### src/rtl/pc_sequencer_pkg.sv
// Shared types and helpers for the fetch-side program counter.
package pc_seq_pkg;

  // Fetch control states.
  typedef enum logic [1:0] {
    S_BOOT,
    S_FETCH,
    S_HALT
  } pc_state_e;

  // Next-PC source, listed from lowest to highest priority is not implied;
  // priority is resolved in pc_target_calc.
  typedef enum logic [2:0] {
    SEL_SEQ,
    SEL_BR,
    SEL_JALR,
    SEL_TRAP,
    SEL_MRET
  } pc_sel_e;

  // Sequential step and link offset in bytes.
  localparam int unsigned INSN_STEP = 4;

  // Low address bits that must be zero for a legal instruction address.
  function automatic logic [1:0] low_bits_mask(input int ialign);
    return (ialign == 16) ? 2'b01 : 2'b11;
  endfunction

endpackage

### src/rtl/pc_target_calc.sv
// Combinational next-PC computation: target adders, priority source select
// and alignment check for branch/JAL/JALR targets.
module pc_target_calc
  import pc_seq_pkg::*;
#(
  parameter int XLEN   = 32,
  parameter int IALIGN = 32
) (
  input  logic [XLEN-1:0] pc_i,
  input  logic [XLEN-1:0] immed_i,
  input  logic [XLEN-1:0] rs1_data_i,
  input  logic [XLEN-1:0] trap_vec_i,
  input  logic [XLEN-1:0] epc_i,
  input  logic            branch_taken_i,
  input  logic            jump_i,
  input  logic            jalr_i,
  input  logic            trap_i,
  input  logic            mret_i,
  output logic [XLEN-1:0] target_o,
  output logic [XLEN-1:0] next_pc_o,
  output logic            misalign_o
);

  localparam logic [1:0] LOW_MASK = low_bits_mask(IALIGN);

  logic [XLEN-1:0] align_keep;
  logic [XLEN-1:0] seq_tgt;
  logic [XLEN-1:0] br_tgt;
  logic [XLEN-1:0] jalr_sum;
  logic [XLEN-1:0] jalr_tgt;
  logic [XLEN-1:0] trap_tgt;
  logic [XLEN-1:0] mret_tgt;
  pc_sel_e         sel;

  // All sums wrap modulo 2^XLEN; carries are dropped by the width.
  assign align_keep = {{(XLEN-2){1'b1}}, ~LOW_MASK};
  assign seq_tgt    = pc_i + XLEN'(INSN_STEP);
  assign br_tgt     = pc_i + immed_i;
  assign jalr_sum   = rs1_data_i + immed_i;
  assign jalr_tgt   = jalr_sum & ~XLEN'(1);
  // Trap and return addresses are forced legal rather than checked.
  assign trap_tgt   = trap_vec_i & align_keep;
  assign mret_tgt   = epc_i & align_keep;

  // Priority: trap > mret > jalr > branch/jal > sequential.
  always_comb begin
    sel = SEL_SEQ;
    if (trap_i)                       sel = SEL_TRAP;
    else if (mret_i)                  sel = SEL_MRET;
    else if (jalr_i)                  sel = SEL_JALR;
    else if (jump_i || branch_taken_i) sel = SEL_BR;
  end

  // Raw target of the selected source.
  always_comb begin
    target_o = seq_tgt;
    case (sel)
      SEL_BR:   target_o = br_tgt;
      SEL_JALR: target_o = jalr_tgt;
      SEL_TRAP: target_o = trap_tgt;
      SEL_MRET: target_o = mret_tgt;
      default:  target_o = seq_tgt;
    endcase
  end

  // Only computed control-flow targets can be illegal; they divert to the trap vector.
  assign misalign_o = ((sel == SEL_BR) || (sel == SEL_JALR)) &&
                      ((target_o[1:0] & LOW_MASK) != 2'b00);
  assign next_pc_o  = misalign_o ? trap_tgt : target_o;

endmodule

### src/rtl/pc_sequencer.sv
// Fetch-side program counter: boot/fetch/halt control, PC register,
// imem request generation and misaligned-target reporting.
module pc_sequencer
  import pc_seq_pkg::*;
#(
  parameter int              XLEN      = 32,
  parameter logic [XLEN-1:0] RESET_VEC = '0,
  parameter int              IALIGN    = 32
) (
  input  logic            clk,
  input  logic            rst_n,
  input  logic            stall_i,
  input  logic            halt_i,
  input  logic            resume_i,
  input  logic            branch_taken_i,
  input  logic            jump_i,
  input  logic            jalr_i,
  input  logic            trap_i,
  input  logic            mret_i,
  input  logic [XLEN-1:0] immed_i,
  input  logic [XLEN-1:0] rs1_data_i,
  input  logic [XLEN-1:0] trap_vec_i,
  input  logic [XLEN-1:0] epc_i,
  input  logic            imem_ready_i,
  output logic            imem_req_o,
  output logic [XLEN-1:0] imem_addr_o,
  output logic [XLEN-1:0] pc_o,
  output logic [XLEN-1:0] pc_plus_o,
  output logic            misalign_o,
  output logic [XLEN-1:0] misalign_addr_o
);

  pc_state_e       state_q, state_d;
  logic [XLEN-1:0] pc_q, pc_d;
  logic            misalign_q, misalign_d;
  logic [XLEN-1:0] maddr_q, maddr_d;

  logic [XLEN-1:0] calc_target;
  logic [XLEN-1:0] calc_next_pc;
  logic            calc_misalign;
  logic            advance;
  logic            redirect;

  pc_target_calc #(
    .XLEN   (XLEN),
    .IALIGN (IALIGN)
  ) u_calc (
    .pc_i           (pc_q),
    .immed_i        (immed_i),
    .rs1_data_i     (rs1_data_i),
    .trap_vec_i     (trap_vec_i),
    .epc_i          (epc_i),
    .branch_taken_i (branch_taken_i),
    .jump_i         (jump_i),
    .jalr_i         (jalr_i),
    .trap_i         (trap_i),
    .mret_i         (mret_i),
    .target_o       (calc_target),
    .next_pc_o      (calc_next_pc),
    .misalign_o     (calc_misalign)
  );

  // A fetch completes only when imem takes it and the pipeline is not stalled;
  // trap/mret bypass that handshake and drop any outstanding request.
  assign advance  = (state_q == S_FETCH) && imem_ready_i && !stall_i;
  assign redirect = (state_q != S_BOOT) && (trap_i || mret_i);

  // Next-state, next-PC and misalign reporting.
  always_comb begin
    state_d    = state_q;
    pc_d       = pc_q;
    misalign_d = 1'b0;
    maddr_d    = maddr_q;
    case (state_q)
      S_BOOT:  state_d = S_FETCH;
      S_FETCH: if (!redirect && advance && halt_i) state_d = S_HALT;
      S_HALT:  if (resume_i || redirect) state_d = S_FETCH;
      default: state_d = S_BOOT;
    endcase
    // calc_misalign can only be set for branch/jump sources, i.e. on an advance.
    if (advance || redirect) begin
      pc_d = calc_next_pc;
      if (calc_misalign) begin
        misalign_d = 1'b1;
        maddr_d    = calc_target;
      end
    end
  end

  // State and PC registers with asynchronous reset.
  always_ff @(posedge clk or negedge rst_n) begin
    if (!rst_n) begin
      state_q    <= S_BOOT;
      pc_q       <= RESET_VEC;
      misalign_q <= 1'b0;
      maddr_q    <= '0;
    end else begin
      state_q    <= state_d;
      pc_q       <= pc_d;
      misalign_q <= misalign_d;
      maddr_q    <= maddr_d;
    end
  end

  assign imem_req_o      = (state_q == S_FETCH);
  assign imem_addr_o     = pc_q;
  assign pc_o            = pc_q;
  assign pc_plus_o       = pc_q + XLEN'(INSN_STEP);
  assign misalign_o      = misalign_q;
  assign misalign_addr_o = maddr_q;

endmodule

### config.mk
export PLATFORM = sky130hd
export DESIGN_NAME = pc_sequencer
export DESIGN_NICKNAME = d
export VERILOG_FILES = /design/src/rtl/pc_sequencer_pkg.sv /design/src/rtl/pc_target_calc.sv /design/src/rtl/pc_sequencer.sv
export SDC_FILE = /design/constraint.sdc
export NUM_CORES = 1
export LEC_CHECK = 0
export CORE_UTILIZATION = 41
export CTS_CLUSTER_SIZE = 30
export DETAILED_ROUTE_END_ITERATION = 8
export PLACE_DENSITY = 0.81
export SYNTH_ARGS = -nofsm -noshare
export SYNTH_HDL_FRONTEND = slang
export SYNTH_HIERARCHICAL = 1
export SYNTH_SLANG_ARGS = --single-unit
### constraint.sdc
create_clock -name clk -period 3.4 [get_ports clk]
set_input_delay 0.51 -clock clk [delete_from_list [all_inputs] [get_ports clk]]
set_output_delay 0.51 -clock clk [all_outputs]
set_load 0.01 [all_outputs]
==> metrics.md <==
| Metric | Value |
|---|---|
| Core Rows | 53 |
| Critical path fanouts, max | 4 |
| Status | finished, final reports clean |
| Synth Instances | around 1100 |
| Worst hold path type | in -> async |
| Rel. slew slack | 0.424 |
| Hold Slack | about 0.25 ns |
| Startpoint class of the critical path | input pin |
| Area contributors post-synth | dfrtp_1 19%, ha_1 8.9%, xnor2_1 6.5% |
| Clock buffer depth | 2 |
| Layout area overhead | 60.2% |
| Die W | roughly 150 um |
| DRT iter0 DRCs | approximately 1200 |
| Final Hold Viols | 0 |
| Via count | 10800 |
| Switch Pwr | roughly 2600 uW |
| Cell area after synthesis | 8840 um2 |
| CP Launch Point | rs1_data_i[1] |
| First-pass GRT wire length | around 58000 um |
| Via density | about 6 |
| Clock Latency Late Sink | around 0.35 ns |
| FF-to-FF setup slack | 0.07 ns |
| Synth top area share | 0.190 |
| Worst VDD drop | about 0.22 mV |
| WL/cell | ~22 um |
| Syn Area/Cell | 8.17 um2 |
| Crit share post-route | 0.988 |
| Final net count | around 1700 |
| Final setup fails | 0 |
| GPL Wtd Cong | roughly 0.98 |
| CTS tree | built |
| GR Overflow Total | 0 |
| Main synth FF type | dfrtp_1 |
| Worst R2R Start | imem_addr_o[0]$_DFFE_PN0P_ |
| Post-Syn Nets | ~1300 |
| Seq pwr share | 0.193 |
| Synth unique cells | 85 |
| Core box area | approximately 21000 um2 |
| Most common cell after layout, fill and taps aside | buf_4 |
| Top cell type by total area after synthesis | dfrtp_1 |
| Least-Margin Pin Slew | about 0.86 ns |
| Ys async rst share | 1.00 |
| Routed WL | 39600 um |
| Kind of critical path | in -> reg |
| Number of CTS-inserted buffers | 9 |
| GRT Total Usage | 0.347 |
| Internal power | slightly below 4000 uW |
| Clock power frac | 0.166 |
| Req. time, crit path | between 3 and 4 ns |
| Power Total | 6450 uW |
| Number of synthesized flops with an enable pin | 0 |
| TritonCTS Sinks | 67 |
| Maximum clock rate | slightly below 0.3 GHz |
| Die Ht | approximately 150 um |
| PortBufs | ~260 |
| Crit path DAT | approximately 3.6 ns |
| Most frequent cells in the layout | 262 x buf_4, 255 x clkdlybuf4s50_1, 95 x nand2_1, 79 x nor2_1, 74 x a21oi_1 |
| DRC | 0 |
| Sw frac | 0.402 |
| Max-Cap Viols | 0 |
| Comb pwr share | 0.641 |
| Final min period | 3.36 ns |
| Proportion of layout cells with a drive suffix above 1 | 0.292 |
| P per Cell Area | between 400 and 500 nW/um2 |
| Die area | between 20000 and 25000 um2 |
| Crit path capture type | flip-flop |
| Root Buffer | clkbuf_16 |
| Clock Skew | around 0.011 ns |
| H-tree depth | 3 |
| Register area share after synthesis | 0.190 |
| Yosys warning total | 6 |
| Final Max Tran Viols | 0 |
| Post-DP HPWL | between 30000 and 40000 um |
| Pin count of the biggest net entering global routing | 29 |
| RSZ-0062 raised after global routing | true |
| Starting Density | 0.419 |
| Vias in the first global route | ~10000 |
| IO Pins | ~270 |
| Antenna viol nets, final | 0 |
| Seq cells post-synth | 67 |
| First-pass DRT Iterations | 5 |
| Clock Pin Slew Worst Setup and Hold Paths | around 0.07 ns |
| Setup TNS | 0 ns |
| Total leakage power | ~0.0062 uW |
| Initial antenna violation count | 1 |
## synthesized netlist by cell type (8+ instances only)
| master | count |
|---|---|
| nand2_1 | 97 |
| a21oi_1 | 86 |
| nor2_1 | 82 |
| dfrtp_1 | 67 |
| xnor2_1 | 66 |
| ha_1 | 63 |
| clkbuf_1 | 51 |
| mux2_2 | 51 |
| o21ai_0 | 46 |
| nand3_1 | 44 |
| nand4_1 | 36 |
| xor2_1 | 36 |
| buf_4 | 34 |
| mux2_4 | 29 |
| inv_1 | 25 |
| a21o_1 | 22 |
| nor3_1 | 20 |
| a222oi_1 | 15 |
| a31oi_1 | 15 |
| and3_1 | 15 |
| o21bai_1 | 12 |
| o221ai_1 | 10 |
| a221oi_1 | 8 |
| buf_2 | 8 |
## stage by stage
stage	std cells	worst slack, ns	area, um2	utilization
after floorplan	1082	0.0109	8840	-
after CTS	1802	-0.151	13800	0.656
after global placement	1778	-0.766	13300	0.630
final	1810	0.0406	14200	0.671
after detailed placement	1778	-0.855	13300	0.630
after global routing	1810	-0.0533	14200	0.671
## state kept, by name (all words and copies together) (netlist names)
| signal | cells |
|---|---|
| imem_addr_o | 32 |
| misalign_o | 1 |
| state_q | 2 |
| misalign_addr_o | 32 |
## routing by layer
| metal | vias to the layer above | share of wire | global-route usage | routed length [um] |
|---|---|---|---|---|
| met3 | 96 | 0.099 | 0.0599 | 3940 |
| met2 | 675 | 0.46 | 0.557 | 18100 |
| li1 | 4893 | - | - | - |
| met5 | - | 0 | 0 | 0 |
| met4 | 0 | 0.034 | 0.141 | 1340 |
| met1 | 5173 | 0.41 | 0.461 | 16200 |
## final timing paths
| check | cells after the start | end |
|---|---|---|
| min | 1 | misalign_addr_o[3]$_DFFE_PN0P_ |
| min reg2reg | 1 | state_q[0]$_DFFE_PN0P_ |
| max reg2reg | 13 | imem_addr_o[22]$_DFFE_PN0P_ |
| max | 13 | imem_addr_o[30]$_DFFE_PN0P_ |
| min in group clk | 1 | state_q[0]$_DFFE_PN0P_ |
| max in group asynchronous | 2 | imem_addr_o[16]$_DFFE_PN0P_ |
## layout make-up
type / instances / area, um2
multi-input combinational: 892 / 6970
fill: 1717 / 6930
timing repair buffer: 534 / 4750
sequential: 67 / 1680
tap: 275 / 344
clock buffer: 10 / 229
inverter: 25 / 93.8
clock inverter: 6 / 90.1
antenna: 1 / 2.50
## cells by family after synthesis
group / share of synthesized area
compound gates: 0.236
xor+xnor: 0.101
fa+ha+maj: 0.0937
buf+inv: 0.0704
flops: 0.190
mux: 0.118
simple gates: 0.191
## worst max-delay path, stage by stage
cell and delay (ns):
clkdlybuf4s50_1 0.48, inv_1 0.06, fa_2 0.34, nor2b_2 0.14, o31a_1 0.26, o2111ai_4 0.21, a31oi_4 0.33, a31oi_4 0.16
o21ai_2 0.19, mux2i_1 0.09, a211o_1 0.29, mux2_4 0.26, mux2_4 0.26
## power groups by stage
stage	Combinational, uW	Clock (uW)	Sequential (uW)
6_report	4130	1070	1240
5_1_grt	4370	1100	1260
4_1_cts	3970	1070	1230
3_5_place_dp	3860	0	1240
3_3_place_gp	3820	0	1230
2_1_floorplan	1770	0	1360
## repair_timing
action / 4_1_cts / 5_1_grt
cloned: 0 / 0
pin swaps: 19 / 26
buffers inserted: 8 / 7
hold buffers: 0 / 0
setup endpoints to repair: 27 / 31
resized for setup: 35 / 55
Power figures use the tool's default switching activity.
